### config.mk
export PLATFORM = sky130hd
export DESIGN_NAME = pp_lane_sequencer
export DESIGN_NICKNAME = d
export VERILOG_FILES = /design/src/rtl/pp_lane_sequencer_pkg.sv /design/src/rtl/pp_lane_sequencer_pp_gen.sv /design/src/rtl/pp_lane_sequencer.sv
export SDC_FILE = /design/constraint.sdc
export NUM_CORES = 1
export LEC_CHECK = 0
export CAP_MARGIN = 0
export CORE_MARGIN = 4
export CORE_UTILIZATION = 46
export DETAILED_ROUTE_END_ITERATION = 10
export PLACE_DENSITY = 0.72
export SLEW_MARGIN = 5
export SYNTH_ARGS = -nofsm -noshare
export SYNTH_HDL_FRONTEND = slang
export SYNTH_SLANG_ARGS = --single-unit
### constraint.sdc
create_clock -name clk -period 11.8 [get_ports clk]
set_clock_uncertainty 0.15 [all_clocks]
set_input_delay 1.18 -clock clk [delete_from_list [all_inputs] [get_ports clk]]
set_output_delay 1.18 -clock clk [all_outputs]
set_load 0.01 [all_outputs]
### src/rtl/pp_lane_sequencer_pkg.sv
// Shared field layout, widths, lane result type and FSM encoding for the lane sequencer.
package pp_lane_sequencer_pkg;

  // FP8 image layout |S|E4..E0|M1 M0|
  localparam int IMG_SIGN    = 7;
  localparam int IMG_EXP_HI  = 6;
  localparam int IMG_EXP_LO  = 2;
  localparam int IMG_MANT_HI = 1;
  localparam int IMG_MANT_LO = 0;

  // 4-bit log weight |S|E2..E0|, all-ones exponent encodes zero
  localparam int WGT_SIGN   = 3;
  localparam int WGT_EXP_HI = 2;
  localparam logic [2:0] WGT_ZERO = 3'b111;

  localparam int PP_W  = 4;
  localparam int EXP_W = 6;

  localparam logic [1:0] ST_IDLE = 2'd0;
  localparam logic [1:0] ST_RUN  = 2'd1;
  localparam logic [1:0] ST_TAIL = 2'd2;

  typedef struct packed {
    logic             zero;
    logic [PP_W-1:0]  pp;
    logic [EXP_W-1:0] exp;
  } pp_res_t;

  function automatic logic [EXP_W-1:0] exp_max(input logic [EXP_W-1:0] a,
                                               input logic [EXP_W-1:0] b);
    return (a > b) ? a : b;
  endfunction

endpackage

### src/rtl/pp_lane_sequencer_pp_gen.sv
// Purpose: FP8(1-5-2) x 4-bit log weight partial-product generator, one lane.
// Latency: combinational, 0 cycles.
// Backpressure: none; pure function of its inputs.
module pp_lane_sequencer_pp_gen
  import pp_lane_sequencer_pkg::*;
(
  input  logic [7:0] img,
  input  logic [3:0] wgt,
  output pp_res_t    res,
  output logic [1:0] cost
);

  logic zero;
  logic sign;

  assign zero = (img[IMG_EXP_HI:0] == 7'd0) || (wgt[WGT_EXP_HI:0] == WGT_ZERO);
  assign sign = img[IMG_SIGN] ^ wgt[WGT_SIGN];

  always_comb begin
    res = '0;
    res.zero = zero;
    if (!zero) begin
      res.pp  = {sign, 1'b1, img[IMG_MANT_HI:IMG_MANT_LO]};
      res.exp = {1'b0, img[IMG_EXP_HI:IMG_EXP_LO]} + {3'b000, wgt[WGT_EXP_HI:0]};
    end
  end

  // Activity estimate: shift-only lanes are cheaper than ones with mantissa bits set.
  always_comb begin
    cost = 2'd0;
    if (!zero) begin
      cost = 2'd1 + {1'b0, |img[IMG_MANT_HI:IMG_MANT_LO]};
    end
  end

endmodule

### src/rtl/pp_lane_sequencer.sv
// Purpose: time-multiplexes one PP generator over a LANES-wide image/weight vector, tracking max exponent.
// Latency: lane 0 valid one cycle after accept; vector period LANES+2 cycles with out_ready high.
// Backpressure: out_ready low freezes out_*, lane counter and running max; in_ready only in IDLE.
module pp_lane_sequencer
  import pp_lane_sequencer_pkg::*;
#(
  parameter int LANES = 8,
  parameter int IDX_W = $clog2(LANES)
)
(
  input  logic                 clk,
  input  logic                 rst_n,
  input  logic                 in_valid,
  output logic                 in_ready,
  input  logic [8*LANES-1:0]   in_image,
  input  logic [4*LANES-1:0]   in_weight,
  output logic                 out_valid,
  input  logic                 out_ready,
  output logic [PP_W-1:0]      out_pp,
  output logic [EXP_W-1:0]     out_exp,
  output logic [IDX_W-1:0]     out_idx,
  output logic                 out_last,
  output logic [EXP_W-1:0]     max_exp,
  output logic                 max_exp_valid,
  output logic                 busy
);

  logic [1:0]           state;
  logic [8*LANES-1:0]   vec_image;
  logic [4*LANES-1:0]   vec_weight;
  logic [IDX_W-1:0]     cnt;
  logic [EXP_W-1:0]     run_max;
  logic [7:0]           lane_img;
  logic [3:0]           lane_wgt;
  pp_res_t              gen_res;
  logic                 load_en;
  logic                 last_lane;
  logic                 tail_done;

  always_comb begin
    lane_img = '0;
    lane_wgt = '0;
    for (int i = 0; i < LANES; i++) begin
      if (cnt == IDX_W'(i)) begin
        lane_img = vec_image[8*i +: 8];
        lane_wgt = vec_weight[4*i +: 4];
      end
    end
  end

  pp_lane_sequencer_pp_gen u_pp_gen (
    .img  (lane_img),
    .wgt  (lane_wgt),
    .res  (gen_res),
    .cost ()
  );

  assign in_ready  = (state == ST_IDLE);
  assign busy      = (state != ST_IDLE);
  assign load_en   = (state == ST_RUN) && (!out_valid || out_ready);
  assign last_lane = (cnt == IDX_W'(LANES - 1));
  assign tail_done = (state == ST_TAIL) && out_valid && out_ready;

  always_ff @(posedge clk or negedge rst_n) begin
    if (!rst_n) begin
      state      <= ST_IDLE;
      vec_image  <= '0;
      vec_weight <= '0;
      cnt        <= '0;
      run_max    <= '0;
    end else begin
      case (state)
        ST_IDLE: begin
          if (in_valid) begin
            vec_image  <= in_image;
            vec_weight <= in_weight;
            cnt        <= '0;
            run_max    <= '0;
            state      <= ST_RUN;
          end
        end
        ST_RUN: begin
          if (load_en) begin
            cnt <= cnt + 1'b1;
            // Zero lanes are excluded, but a genuine exponent of 0 still counts.
            if (!gen_res.zero) begin
              run_max <= exp_max(run_max, gen_res.exp);
            end
            if (last_lane) begin
              state <= ST_TAIL;
            end
          end
        end
        ST_TAIL: begin
          if (tail_done) begin
            state <= ST_IDLE;
          end
        end
        default: state <= ST_IDLE;
      endcase
    end
  end

  always_ff @(posedge clk or negedge rst_n) begin
    if (!rst_n) begin
      out_valid     <= 1'b0;
      out_pp        <= '0;
      out_exp       <= '0;
      out_idx       <= '0;
      out_last      <= 1'b0;
      max_exp       <= '0;
      max_exp_valid <= 1'b0;
    end else begin
      max_exp_valid <= 1'b0;
      if (load_en) begin
        out_valid <= 1'b1;
        out_pp    <= gen_res.pp;
        out_exp   <= gen_res.exp;
        out_idx   <= cnt;
        out_last  <= last_lane;
      end else if (tail_done) begin
        out_valid     <= 1'b0;
        max_exp       <= run_max;
        max_exp_valid <= 1'b1;
      end
    end
  end

endmodule

== Word level (Yosys, flattened, before mapping) ==
Cells that the tools add are included.

* Add/sub/neg operators: 2
* Order comparisons: 1
* Eq/ne operators: 16
* Muxes and demuxes: 34
* Bitwise gates (word level): 2
* Reductions and logical operators: 17

{| class="wikitable"
|+ Operators with widths
! cell !! count
|-
| $mux 8 || 8
|-
| $mux 4 || 8
|-
| $mux 6 || 4
|-
| $eq 3x3->1 const B || 5
|-
| $ne 2x2->1 const B || 6
|-
| $pmux 6 s2 || 1
|-
| $mux 10 || 1
|-
| $mux 2 || 4
|-
| $logic_not 7->1 || 1
|-
| $add 5x3->6 || 1
|-
| $eq 3x2->1 const B || 2
|-
| $gt 6x6->1 || 1
|-
| $mux 3 || 2
|-
| $pmux 2 s3 || 1
|-
| $pmux 3 s2 || 1
|-
| $reduce_bool 2->1 || 3
|-
| $reduce_and 5->1 || 1
|-
| $mux 1 || 4
|-
| $reduce_and 2->1 || 2
|-
| $reduce_and 4->1 || 1
|-
| $add 3x1->3 const B || 1
|-
| $eq 3x1->1 const B || 1
|-
| $logic_and 1x1->1 || 3
|-
| $logic_not 3->1 || 1
|-
| other kinds (8) || 9
|}

* Register bits after elaboration: 129
* Bits of input ports: 100
* Output and inout bits: 24
* Word-level logic and storage cells: 84

== Depth between registers and ports, before layout ==
* Depth in word-level cells: 17
* Depth in mapped cells: 22
* Depth with buffers taken out: 19

== Modules after synthesis ==
From an unflattened synthesis, not the netlist that was laid out.

* Cells, all modules: 535
* Area, all modules: 6401.1 um^2

{| class="wikitable"
|+ Modules (own cells, without submodules)
! module !! times used !! cells an instance !! area an instance (um^2) !! sequential area each (um^2)
|-
| pp_lane_sequencer || 1 || 502 || 6160.9 || 3228.1
|-
| pp_lane_sequencer_pp_gen || 1 || 33 || 240.2 || 0.0
|}

== Worst setup path after synthesis ==
No wires, ideal clock.

* Kind: register to register
* From: reg cnt[2]
* To: reg run_max[0]
* Library setup time: 127 ps
* Arrival: 4681 ps
* Required time: 11523 ps
* Slack: 6842 ps
* Cell stages (with the launch flop): 22
* Cell sequence: dfrtp_1 > inv_1 > clkbuf_1 > ha_1 > buf_2 > or2_1 > a221oi_1 > a211oi_1 > a221o_1 > ha_1 > fa_1 > a21oi_1 > nor2b_1 > xnor2_1 > nand2_1 > ha_1 > nand2_1 > a21oi_1 > a2111oi_0 > o21ai_0 > a211oi_4 > mux2_1

* Cells in the longest elaborated chain, start to end: 16
* Elaborated cells on any way between the ends: 37
* Classes of those cells: 1 x add/sub; 1 x order compare; 10 x eq/ne; 21 x mux; 4 x reduce/logical

{| class="wikitable"
|+ Ends and longest elaborated chain
! item !! line !! RTL
|-
| start, declared || pp_lane_sequencer.sv:31 || <nowiki>logic [IDX_W-1:0] cnt;</nowiki>
|-
| start signal, assigned || pp_lane_sequencer.sv:84 || <nowiki>cnt <= cnt + 1'b1;</nowiki>
|-
| parallel branches: the longest is 16 deep, another holds $add 5x3->6 || -- ||
|-
| end signal, assigned || pp_lane_sequencer.sv:87 || <nowiki>run_max <= exp_max(run_max, gen_res.exp);</nowiki>
|-
| end, declared || pp_lane_sequencer.sv:32 || <nowiki>logic [EXP_W-1:0] run_max;</nowiki>
|}

Several ways; the timed one is not identified. The select of a mux whose other input is x is not followed.
A chain may end at the register's enable or synchronous reset.

== Worst setup path after layout ==
Same ends and word-level chain as after synthesis.

==> qor.yml <==
grt_pass1_wl_um: 29000
clock_latency_ns: 0.42
clk_path_buf_depth: 2
cp.arrival_ns: 6.36
cp-startpoint: "cnt[2]$_DFFE_PN0P_"
core_area_um2: 13500
worstPathRequired_ns: 11.95
tightest_slew_ns: 1.10
timing.final.ws_setup_ns: 5.58
slew_headroom_pct: 26.4
die_area_um2: 15900
nets: 968
grt_antenna_before_repair: 0
final_area_um2: 8340
crit_chain: "inv_1 -> ha_1 -> or2_1 -> a221oi_1 -> o22ai_1 -> a21oi_1 -> ha_1 -> a21o_1 -> a21oi_1 -> xor2_1 -> a211o_1 -> ha_1 -> nand2_1 -> a21oi_1 -> a2111oi_0 -> o21ai_0 -> a211oi_4 -> mux2_1"
p_per_area_nw_per_um2: 311
cts_hold_buf: 0
wire_per_inst_um: 17.0
synth_compound_area_share_pct: 14.5
worstSetupPathType: "reg -> reg"
setup_viol: 0
drv_cap: 0
routabilityCongestion: 0.955
fmax_mhz: 161
async_reset_ff_share_pct: 100
die_w_um: 126
cts.htree.levels: 4
period_share_pct: 52.7
place_area_um2: 7660
syn-mean-instance-area_um2: 8.49
hold_path.class: "reg -> reg"
yosys-top-cells-area: "dfrtp_1 50%, nand2_1 19%, o21ai_0 3.4%"
rows: 42
crit_path_max_incr_delay_ns: 0.86
ant_nets: 0
cts_num_sinks: 129
synth_top_family_by_area: "simple AND/OR/NAND/NOR gates"
yosysMostFrequentCell: "nand2_1"
regToRegStartpoint: "cnt[2]$_DFFE_PN0P_"
cts_resized: 0
via_count: 5530
synth_ff_type: "dfrtp_1"
hold_violations: 0
fillerInstances: 1178
io_pins: 124
rsz0062_at_grt: "false"
clk_pin_slew_ns: 0.06
syn_nets: 871
ir_drop_v: 0.000139
final.min_clock_period_ns: 6.22
reg2reg_slack_ns: 5.58
yosysSeqAreaShare_pct: 50.4
synthMuxAreaShare_pct: 0.978
post_cts_buffers: 0
timing.final.max_slew_violations: 0
synth_fa_ha_area_share_pct: 3.44
synth_cells: 754
yosys.area.top_type: "dfrtp_1"
synth-xor-area-share_pct: 0.684
fp.dieH_um: 126
vias_per_cell: 5.32
cts-root-buf: "clkbuf_16"
synth.top_cell.area_share_pct: 50.4
antenna_cells: 0
grt_pass1_vias: 5606
route.detailed.drc: 0
netlist_area_um2: 6400
ys_types: 59
fin_hold_ws_ns: 0.321
fin_setup_tns_ns: 0
synth_common_cells: "320 x nand2_1, 129 x dfrtp_1, 43 x o21ai_0, 33 x clkbuf_1, 28 x inv_1"
synth_edf_count: 0
cts_buffers: 17
track_usage_pct: 22.9
pre_cts_ws_ns: 5.67
path_max_fanout: 26
reg2reg_depth: 18
worstReg2RegEnd: "run_max[0]$_DFFE_PN0P_"
synth-simple-area-share_pct: 24.6
status: "finished, final reports clean"
power_leakage_uw: 0.00395
start_util_pct: 47.6
ys_warn_count: 0
ys_ff_latch: 129
crit_end: "run_max[0]$_DFFE_PN0P_"
grt_overflow_total: 0
grt_max_degree: 115
first_pass_iters: 6
port_buffers: 123
drive_above_1_share_pct: 5.32
drtIter0Drc: 444
crit_path_end_kind: "flop"
wl_um: 17700
critPathLaunchType: "flop"
syn_to_final_growth_pct: 30.3
dp_hpwl_um: 12600
cts_tree: "built"
cp_slowest_cell: "dfrtp_1"
-- stage by stage --
| stage | power, uW | std cells | utilization [%] |
|---|---|---|---|
| after global routing | 2790 | 1040 | 62.0 |
| after floorplan | 1630 | 754 | - |
| final | 2590 | 1040 | 62.0 |
| after global placement | 1970 | 1008 | 56.9 |
| after detailed placement | 1990 | 1008 | 56.9 |
| after CTS | 2600 | 1040 | 62.0 |
-- how the worst min path moves through the flow --
stage	start	endpoint	cells after the start	slack, ns
floorplan	vec_image[23]$_DFFE_PN0P_	vec_image[23]$_DFFE_PN0P_	2	0.29
global placement	max_exp[3]$_DFFE_PN0P_	max_exp[3]$_DFFE_PN0P_	2	0.31
detailed placement	max_exp[4]$_DFFE_PN0P_	max_exp[4]$_DFFE_PN0P_	2	0.31
global route	max_exp[4]$_DFFE_PN0P_	max_exp[4]$_DFFE_PN0P_	2	0.34
CTS	max_exp[4]$_DFFE_PN0P_	max_exp[4]$_DFFE_PN0P_	2	0.33
finish	max_exp[4]$_DFFE_PN0P_	max_exp[4]$_DFFE_PN0P_	2	0.32
-- where the power goes --
| group | internal [uW] | switching (uW) | leakage (uW) |
|---|---|---|---|
| Combinational | 514 | 712 | 0.00199 |
| Sequential | 634 | 137 | 0.00163 |
| Clock | 409 | 187 | 0.000333 |
-- layout make-up --
type | instances | area (um^2) | share of cell area (%)
clock inverter | 8 | 171 | 2.06
tap | 176 | 220 | 2.64
multi-input combinational | 546 | 2830 | 34.0
inverter | 29 | 109 | 1.31
sequential | 129 | 3230 | 38.7
timing repair buffer | 128 | 1270 | 15.2
clock buffer | 24 | 512 | 6.14
-- cells by family (layout without fill, tap and decap cells) --
logic type | count (synthesis) | count (layout)
simple gates | 379 | 379
compound gates | 139 | 139
mux | 6 | 6
xor+xnor | 5 | 5
flops | 129 | 129
buf+inv | 79 | 189
fa+ha+maj | 17 | 17
-- critical path: cells and delay by family (launching register included) --
kind / cells / cell delay (ns)
mux: 1 / 0.36
xor+xnor: 1 / 0.12
buf+inv: 1 / 0.42
fa+ha+maj: 3 / 1.14
flops: 1 / 0.86
compound gates: 10 / 2.57
simple gates: 2 / 0.45
-- routing by layer --
layer  vias to the layer above  part of all wire (%)  GRT usage [%]
met1                      2642                    46           31.0
met4                         0                   2.5           8.39
met3                        32                   5.5           5.29
li1                       2696                     -              -
met2                       160                    46           36.2
met5                         -                     0              0
-- flip-flops by register name (all words and copies together), names as in the netlist --
signal         cells
max_exp_valid      1
max_exp            6
out_pp             4
vec_weight        32
vec_image         64
cnt                3
state              2
out_exp            6
out_idx            3
out_valid          1
run_max            6
out_last           1
-- cell usage in the layout, fill, tap and decap left out, types with 6 or more instances in the layout --
| cell | n |
|---|---|
| o21ai_0 | 43 |
| inv_1 | 28 |
| nand3b_1 | 7 |
| nor2b_1 | 7 |
| clkdlybuf4s50_1 | 122 |
| dfrtp_1 | 129 |
| a21oi_1 | 25 |
| a221o_1 | 6 |
| ha_1 | 16 |
| o22ai_1 | 7 |
| a221oi_1 | 10 |
| a31oi_1 | 7 |
| nand2_1 | 319 |
| nor2_1 | 12 |
| clkbuf_8 | 6 |
| clkbuf_16 | 17 |
| buf_4 | 6 |
No activity file was read; power rests on OpenSTA's default activity.
